==> src/rtl/spi_master_mode.sv <==
// rtl/spi_master_mode.sv - SPI master with selectable CPOL/CPHA, bit order, divider and slave select
module spi_master_mode #(
    parameter int DWIDTH = 8,
    parameter int NCS    = 2,
    parameter int DIV_W  = 8,
    localparam int CSW   = (NCS > 1) ? $clog2(NCS) : 1
) (
    input  logic              clk,
    input  logic              rst,
    input  logic              wr,
    input  logic [DWIDTH-1:0] din,
    input  logic [CSW-1:0]    cs_sel,
    input  logic [1:0]        mode,
    input  logic              lsb_first,
    input  logic [DIV_W-1:0]  div,
    output logic [DWIDTH-1:0] dout,
    output logic              busy,
    output logic              done,
    input  logic              miso,
    output logic              mosi,
    output logic              sclk,
    output logic [NCS-1:0]    ss_n
);

    localparam int EW = $clog2(2 * DWIDTH + 1);
    localparam logic [EW-1:0] LAST_EDGE = EW'(2 * DWIDTH);

    typedef enum logic [1:0] {IDLE, SETUP, SHIFT, HOLD} state_t;

    state_t            r_state;
    logic [DIV_W-1:0]  r_div;
    logic [DIV_W-1:0]  r_cnt;
    logic [EW-1:0]     r_edge;
    logic [DWIDTH-1:0] r_tx;
    logic [DWIDTH-1:0] r_rx;
    logic [DWIDTH-1:0] r_dout;
    logic              r_cpha;
    logic              r_lsb;
    logic              r_sclk;
    logic              r_mosi;
    logic              r_busy;
    logic              r_done;
    logic [NCS-1:0]    r_ss_n;

    logic              w_cs_ok;
    logic              w_period_end;
    logic [EW-1:0]     w_edge_next;
    logic              w_leading;
    logic              w_present;
    logic              w_sample;
    logic              w_tx_bit;
    logic [DWIDTH-1:0] w_tx_shift;
    logic [DWIDTH-1:0] w_rx_next;
    logic              w_din_first;
    logic [DWIDTH-1:0] w_din_shift;

    assign w_cs_ok      = int'(cs_sel) < NCS;
    assign w_period_end = (r_cnt == r_div);
    assign w_edge_next  = r_edge + 1'b1;
    assign w_leading    = w_edge_next[0];

    // CPHA=0 presents bit 0 at SETUP entry, so trailing edges only carry bits 1..DWIDTH-1
    assign w_present = r_cpha ? w_leading : (!w_leading && (w_edge_next != LAST_EDGE));
    assign w_sample  = r_cpha ? !w_leading : w_leading;

    assign w_tx_bit    = r_lsb ? r_tx[0] : r_tx[DWIDTH-1];
    assign w_tx_shift  = r_lsb ? (r_tx >> 1) : (r_tx << 1);
    assign w_rx_next   = r_lsb ? {miso, r_rx[DWIDTH-1:1]} : {r_rx[DWIDTH-2:0], miso};
    assign w_din_first = lsb_first ? din[0] : din[DWIDTH-1];
    assign w_din_shift = lsb_first ? (din >> 1) : (din << 1);

    always_ff @(posedge clk or posedge rst) begin
        if (rst) begin
            r_state <= IDLE;
            r_div   <= '0;
            r_cnt   <= '0;
            r_edge  <= '0;
            r_tx    <= '0;
            r_rx    <= '0;
            r_dout  <= '0;
            r_cpha  <= 1'b0;
            r_lsb   <= 1'b0;
            r_sclk  <= 1'b0;
            r_mosi  <= 1'b0;
            r_busy  <= 1'b0;
            r_done  <= 1'b0;
            r_ss_n  <= '1;
        end else begin
            r_done <= 1'b0;
            case (r_state)
                IDLE: begin
                    r_sclk <= mode[1];
                    if (wr && w_cs_ok) begin
                        r_state <= SETUP;
                        r_busy  <= 1'b1;
                        r_ss_n  <= ~(NCS'(1) << cs_sel);
                        r_div   <= div;
                        r_cnt   <= '0;
                        r_edge  <= '0;
                        r_rx    <= '0;
                        r_cpha  <= mode[0];
                        r_lsb   <= lsb_first;
                        if (mode[0]) begin
                            r_tx <= din;
                        end else begin
                            r_mosi <= w_din_first;
                            r_tx   <= w_din_shift;
                        end
                    end
                end
                SETUP: begin
                    if (w_period_end) begin
                        r_cnt   <= '0;
                        r_state <= SHIFT;
                    end else begin
                        r_cnt <= r_cnt + 1'b1;
                    end
                end
                SHIFT: begin
                    if (w_period_end) begin
                        r_cnt  <= '0;
                        r_sclk <= ~r_sclk;
                        r_edge <= w_edge_next;
                        if (w_present) begin
                            r_mosi <= w_tx_bit;
                            r_tx   <= w_tx_shift;
                        end
                        if (w_sample) begin
                            r_rx <= w_rx_next;
                        end
                        if (w_edge_next == LAST_EDGE) begin
                            r_state <= HOLD;
                        end
                    end else begin
                        r_cnt <= r_cnt + 1'b1;
                    end
                end
                HOLD: begin
                    if (w_period_end) begin
                        r_cnt   <= '0;
                        r_state <= IDLE;
                        r_busy  <= 1'b0;
                        r_ss_n  <= '1;
                        r_done  <= 1'b1;
                        r_dout  <= r_rx;
                    end else begin
                        r_cnt <= r_cnt + 1'b1;
                    end
                end
                default: r_state <= IDLE;
            endcase
        end
    end

    assign dout = r_dout;
    assign busy = r_busy;
    assign done = r_done;
    assign mosi = r_mosi;
    assign sclk = r_sclk;
    assign ss_n = r_ss_n;

endmodule

==> config.mk <==
export PLATFORM = sky130hd
export DESIGN_NAME = spi_master_mode
export DESIGN_NICKNAME = d
export VERILOG_FILES = /design/src/rtl/spi_master_mode.sv
export SDC_FILE = /design/constraint.sdc
export NUM_CORES = 1
export LEC_CHECK = 0
export ABC_AREA = 0
export BUFFER_PORTS_ARGS = -buffer_cell sky130_fd_sc_hd__buf_2
export CORE_ASPECT_RATIO = 1.2
export CORE_MARGIN = 2
export CORE_UTILIZATION = 62
export CTS_CLUSTER_SIZE = 16
export DETAILED_ROUTE_END_ITERATION = 8
export PLACE_DENSITY = 0.84
export SLEW_MARGIN = 5
export SYNTH_ARGS = -nofsm -noshare
export SYNTH_HDL_FRONTEND = slang
export SYNTH_SLANG_ARGS = --single-unit
==> constraint.sdc <==
create_clock -name clk -period 4.65 [get_ports clk]
set_input_delay 0.6975 -clock clk [delete_from_list [all_inputs] [get_ports clk]]
set_output_delay 0.6975 -clock clk [all_outputs]
set_load 0.02 [all_outputs]
## After elaboration in Yosys (flattened, before gate mapping)

Cells that the tools add are included.

- Bits in registers: 55
- Input port bits: 24
- Output and inout bits: 14
- Logic and storage cells: 90

- Add/sub/neg operators: 2
- Equal/unequal tests: 14
- Shift-type cells: 1
- Mux-type cells: 42
- Bitwise operators: 2
- Reductions and logical operators: 15

Operator list:

| kind | number |
|---|---|
| 2-to-1 mux 8 bit | 11 |
| case mux 8 bit (2 select lines) | 3 |
| inequality test 2 bit, second input constant | 8 |
| 2-to-1 mux 2 bit | 7 |
| 2-to-1 mux 1 bit | 13 |
| 2-to-1 mux 5 bit | 2 |
| case mux 5 bit (2 select lines) | 1 |
| AND reduction 5 bit | 2 |
| adder 8 x 1 -> 8 bit, second input constant | 1 |
| == test 8 bit | 1 |
| case mux 2 bit (4 select lines) | 1 |
| AND reduction 4 bit | 2 |
| case mux 1 bit (2 select lines) | 3 |
| AND reduction 2 bit | 3 |
| AND reduction 3 bit | 2 |
| adder 5 x 1 -> 5 bit, second input constant | 1 |
| == test 5 bit, second input constant | 1 |
| inequality test 5 bit, second input constant | 1 |
| == test 2 bit, second input constant | 2 |
| case mux 2 bit (2 select lines) | 1 |
| nonzero test 2 bit | 2 |
| OR reduction 3 bit | 1 |
| == test 2 x 1 -> 1 bit, second input constant | 1 |
| zero test 2 bit | 1 |
| 5 further kinds | 5 |

## Logic depth before layout (Yosys ltp)

- Depth in word-level cells: 7
- Depth in mapped cells: 9

## Least setup slack after synthesis

OpenSTA, ideal clock, no wires.

- Kind: input to register
- Start point: in wr
- End point: reg r_tx[0]
- Data arrival time: 2.032 ns
- Slack: 2.493 ns
- Cell stages on the path: 6
- Path buffers: 2
- Cell sequence: buf_2 -> nand2b_1 -> buf_2 -> o21ai_0 -> nor3_4 -> mux2_2

- Cells in the longest elaborated chain, start to end: 2

Ends and longest elaborated chain:

| what | RTL line | text |
|---|---|---|
| from (decl) | 10 | `input logic wr,` |
| inequality test 2 bit (no source line) | - |  |
| AND reduction 4 bit (no source line) | - |  |
| to (signal assigned) | 104 | `r_tx <= din;` |
| to (signal assigned) | 107 | `r_tx <= w_din_shift;` |
| to (signal assigned) | 126 | `r_tx <= w_tx_shift;` |
| to (decl) | 34 | `logic [DWIDTH-1:0] r_tx;` |

No other way between the ends.
A chain may end at the register's enable or synchronous reset.

## Final worst setup path

- Start point: reg r_state[0]
- End point: reg r_tx[3]

- Cells in the longest elaborated chain, start to end: 3
- Elaborated cells between the ends (all ways): 8

Ends and longest elaborated chain:

| what | RTL line | text |
|---|---|---|
| from (decl) | 30 | `state_t r_state;` |
| from (signal assigned) | 74 | `r_state <= IDLE;` |
| from (signal assigned) | 94 | `r_state <= SETUP;` |
| from (signal assigned) | 114 | `r_state <= SHIFT;` |
| == test 2 bit or zero test 2 bit (tied branches) | 90 | `case (r_state)` |
| inequality test 2 bit (no source line) or nonzero test 2 bit (tied branches) | - |  |
| AND reduction 4 bit (no source line) | - |  |

Several ways; a longest one is shown, not always the timed one.

==> flow_metrics.py <==
metrics = {
    "logic_synthesis": {
        "ys_async_sr_fraction": 1.00,
        "synthTopCellsByArea": "dfrtp_1 (43%), mux2_2 (10%), mux2i_1 (9.8%)",
        "synth-compound-area-share": 0.132,
        "synth_fa_ha_area_frac": 0.0287,
        "synth-edff-count": 0,
        "yosys.area.top_type": "dfrtp_1",
        "synth_top_family_by_area": "multiplexers",
        "synthSimpleGateAreaFrac": 0.121,
        "syn_nets": 314,
        "ys_warn_count": 0,
        "ys.flop_type": "dfrtp_1",
        "syn_area_mm2": 0.00305,
        "ys_seq_area_frac": 0.452,
        "synth.distinct_cells": 46,
        "synthXorXnorAreaFrac": 0.0344,
        "ys_ff_latch": 55,
        "syn-instance-count": 283,
        "synth_top_area_frac": 0.434,
        "avgSynthCellArea_um2": 10.8,
        "synth.mux.area_fraction": 0.198,
    },
    "sta": {
        "period_minus_slack_ns": 2.88,
        "slew_violations": 0,
        "max_freq_mhz": 347,
        "rsz0062_at_grt": "no",
        "fin_tns_setup_ns": 0,
        "setup_viol": 0,
        "finalCritPeriodShare": 0.619,
        "worst_pin_slew_ns": 1.06,
        "finalHoldViolCount": 0,
        "clock_skew_ns": 0.0226,
        "relSlewSlack": 0.295,
    },
    "clock_tree": {
        "cts_buffers": 5,
        "worstSkewPairLatency_ns": 0.32,
        "ctsLongestPathBuffers": 2,
        "cts-htree-levels": 2,
        "post_cts_buffers": 0,
        "hold_buffers": 0,
        "post_cts_resized": 0,
        "clk_pin_slew_worst_paths_ns": 0.10,
        "cts_sinks": 55,
        "tritoncts": "yes",
        "cts-root-buf": "clkbuf_8",
    },
    "pwr": {
        "power.density_mw_per_mm2": 547,
        "peakVddDrop_mv": 0.329,
        "total_leakage_power_nw": 1.56,
    },
    "die": {
        "die_h_um": 80.9,
        "rows": 27,
        "dieArea_mm2": 0.00550,
        "initial_core_util": 0.655,
        "fp.dieW_um": 68.1,
        "fp.coreArea_mm2": 0.00466,
        "ios": 38,
    },
    "routing": {
        "routed_wl_mm": 6.02,
        "drt_pass1_iterations": 4,
        "drt_iter0_drc": 196,
        "ant_nets": 0,
        "drc": 0,
        "wl_per_cell_um": 16.2,
        "routed_via_density": 6.20,
        "vias": 2307,
    },
    "final_layout": {
        "final_util": 0.715,
        "diodes": 0,
        "syn2layout_area_growth_pct": 9.18,
        "nets": 344,
        "drive_gt1_frac": 0.261,
    },
    "global_route": {
        "grt_pass1_vias": 2178,
        "grt_first_pass_wirelength_mm": 10.3,
        "grt_max_degree": 56,
        "grt_antenna_before_repair": 0,
        "grtUsageTotal": 0.243,
        "globalRouteOverflowTotal": 0,
    },
    "critical_path": {
        "critPathSlowestCell": "ha_1",
        "startpoint_type": "flop",
        "crit_chain": "inv_1 > ha_1 > o21ai_0 > nor3_4 > mux2_2",
        "critPathMaxFanout": 33,
        "end_kind": "flop",
        "crit_arrival_ns": 3.07,
        "crit_required_ns": 4.84,
        "cp_slowest_stage_delay_ns": 0.87,
        "crit_type": "flop to flop",
    },
    "flow_run": {
        "maxCapViolations": 0,
    },
    "hold_path": {
        "min_path_type": "flop to flop",
    },
    "placement": {
        "gp_congestion": 0.901,
        "dpl.hpwl_mm": 4.35,
        "port_buffers": 37,
    },
    "outcome": {
        "status": "finished, final reports clean",
    },
}
[layout make-up]
cell class,count,area [µm²]
clock buffer,6,72.6
multi-input combinational,205,1570
inverter,8,30.0
fill,338,1330
clock inverter,2,16.3
sequential,55,1380
tap,58,72.6
timing repair buffer,38,193
[cells by family after synthesis]
logic type / after synthesis
buf+inv: 23
fa+ha+maj: 7
compound gates: 59
mux: 57
flops: 55
simple gates: 70
xor+xnor: 12
[critical path, delay by kind of cell, from the launching register on]
| family | cells | cell delay (ns) |
|---|---|---|
| fa+ha+maj | 1 | 0.87 |
| simple gates | 1 | 0.49 |
| compound gates | 1 | 0.46 |
| flops | 1 | 0.42 |
| mux | 1 | 0.39 |
| buf+inv | 1 | 0.13 |
[sequential cells by signal (all words and copies together), names as in the netlist, 2 cells and up]
register / count
dout: 8
r_cnt: 8
r_div: 8
r_edge: 5
r_rx: 8
r_state: 2
r_tx: 8
ss_n: 2
[report_power, final]
| group | leakage (nW) | internal, mW | switching [mW] |
|---|---|---|---|
| combinational | 0.822 | 0.369 | 0.398 |
| clock | 0.0418 | 0.109 | 0.158 |
| sequential | 0.701 | 0.624 | 0.164 |
| total | 1.56 | 1.10 | 0.721 |
[stage by stage]
step           instance area (µm²)  instances  setup slack, ns  total power, mW  hold slack [ns]
5_1_grt                       3330        372             1.52             1.95            0.526
4_1_cts                       3330        372             1.77             1.83            0.515
3_3_place_gp                  3240        364             1.92             1.52            0.484
6_report                      3330        372             1.77             1.82            0.511
3_5_place_dp                  3240        364             1.78             1.57            0.492
2_1_floorplan                 3050        283             2.49             1.39            0.488
[cells in the mapped netlist (all sizes together) (2+ instances only)]
library cell / count
dfrtp: 53
mux2i: 30
mux2: 27
nand2: 21
nor2: 17
a21oi: 10
o21ai: 10
clkbuf: 9
xor2: 9
a211oi: 8
inv: 8
a31oi: 7
ha: 7
buf: 6
nand3: 6
a22o: 5
nor2b: 5
and3: 4
nand2b: 4
o22ai: 4
a22oi: 3
nand4: 3
nor3: 3
xnor2: 3
dfstp: 2
nor4: 2
o211a: 2
o31ai: 2
or3: 2
[layout by cell type (no fill, tap or decap), types with 2 or more instances in the layout]
master / Yosys / layout
nand2b_1: 4 / 4
nor4_2: 2 / 2
nand4_1: 3 / 3
o21ai_0: 10 / 10
nor2b_1: 5 / 5
or3_1: 2 / 2
a211oi_1: 8 / 8
nor3_1: 2 / 2
a22oi_1: 3 / 3
dfrtp_1: 53 / 53
a21oi_1: 9 / 9
o22ai_1: 4 / 4
nor2_1: 17 / 17
nand3_1: 6 / 6
o211a_1: 2 / 2
xnor2_1: 3 / 3
a31oi_1: 7 / 7
clkbuf_8: 0 / 5
inv_1: 8 / 7
a22o_1: 5 / 5
o31ai_1: 2 / 2
buf_2: 2 / 37
mux2i_1: 30 / 30
and3_1: 4 / 4
dfstp_2: 2 / 2
mux2_2: 27 / 27
nand2_1: 20 / 20
xor2_1: 9 / 9
ha_1: 7 / 7
[routing by layer]
metal / up-vias / wire [µm] / global-route usage / part of all wire
li1: 1095 / - / - / -
met4: 0 / 56 / 0.0420 / 0.0093
met2: 35 / 3290 / 0.433 / 0.55
met5: - / 0 / 0 / 0
met3: 6 / 145 / 0.0374 / 0.024
met1: 1171 / 2530 / 0.312 / 0.42
[worst paths after layout]
check                                       start                   to  slack (ns)  depth (start not counted)
min                           dout[4]$_DFFE_PP0P_  dout[4]$_DFFE_PP0P_        0.51                          1
max in group asynchronous                     rst  r_tx[1]$_DFFE_PP0P_        3.62                          3
max reg2reg                r_state[0]$_DFFE_PP0P_  r_tx[3]$_DFFE_PP0P_        1.77                          5
max                        r_state[0]$_DFFE_PP0P_  r_tx[3]$_DFFE_PP0P_        1.77                          5
min in group asynchronous                     rst  r_rx[5]$_DFFE_PP0P_        0.54                          3
min reg2reg                   dout[4]$_DFFE_PP0P_  dout[4]$_DFFE_PP0P_        0.51                          1
Power figures use the tool's default switching activity.
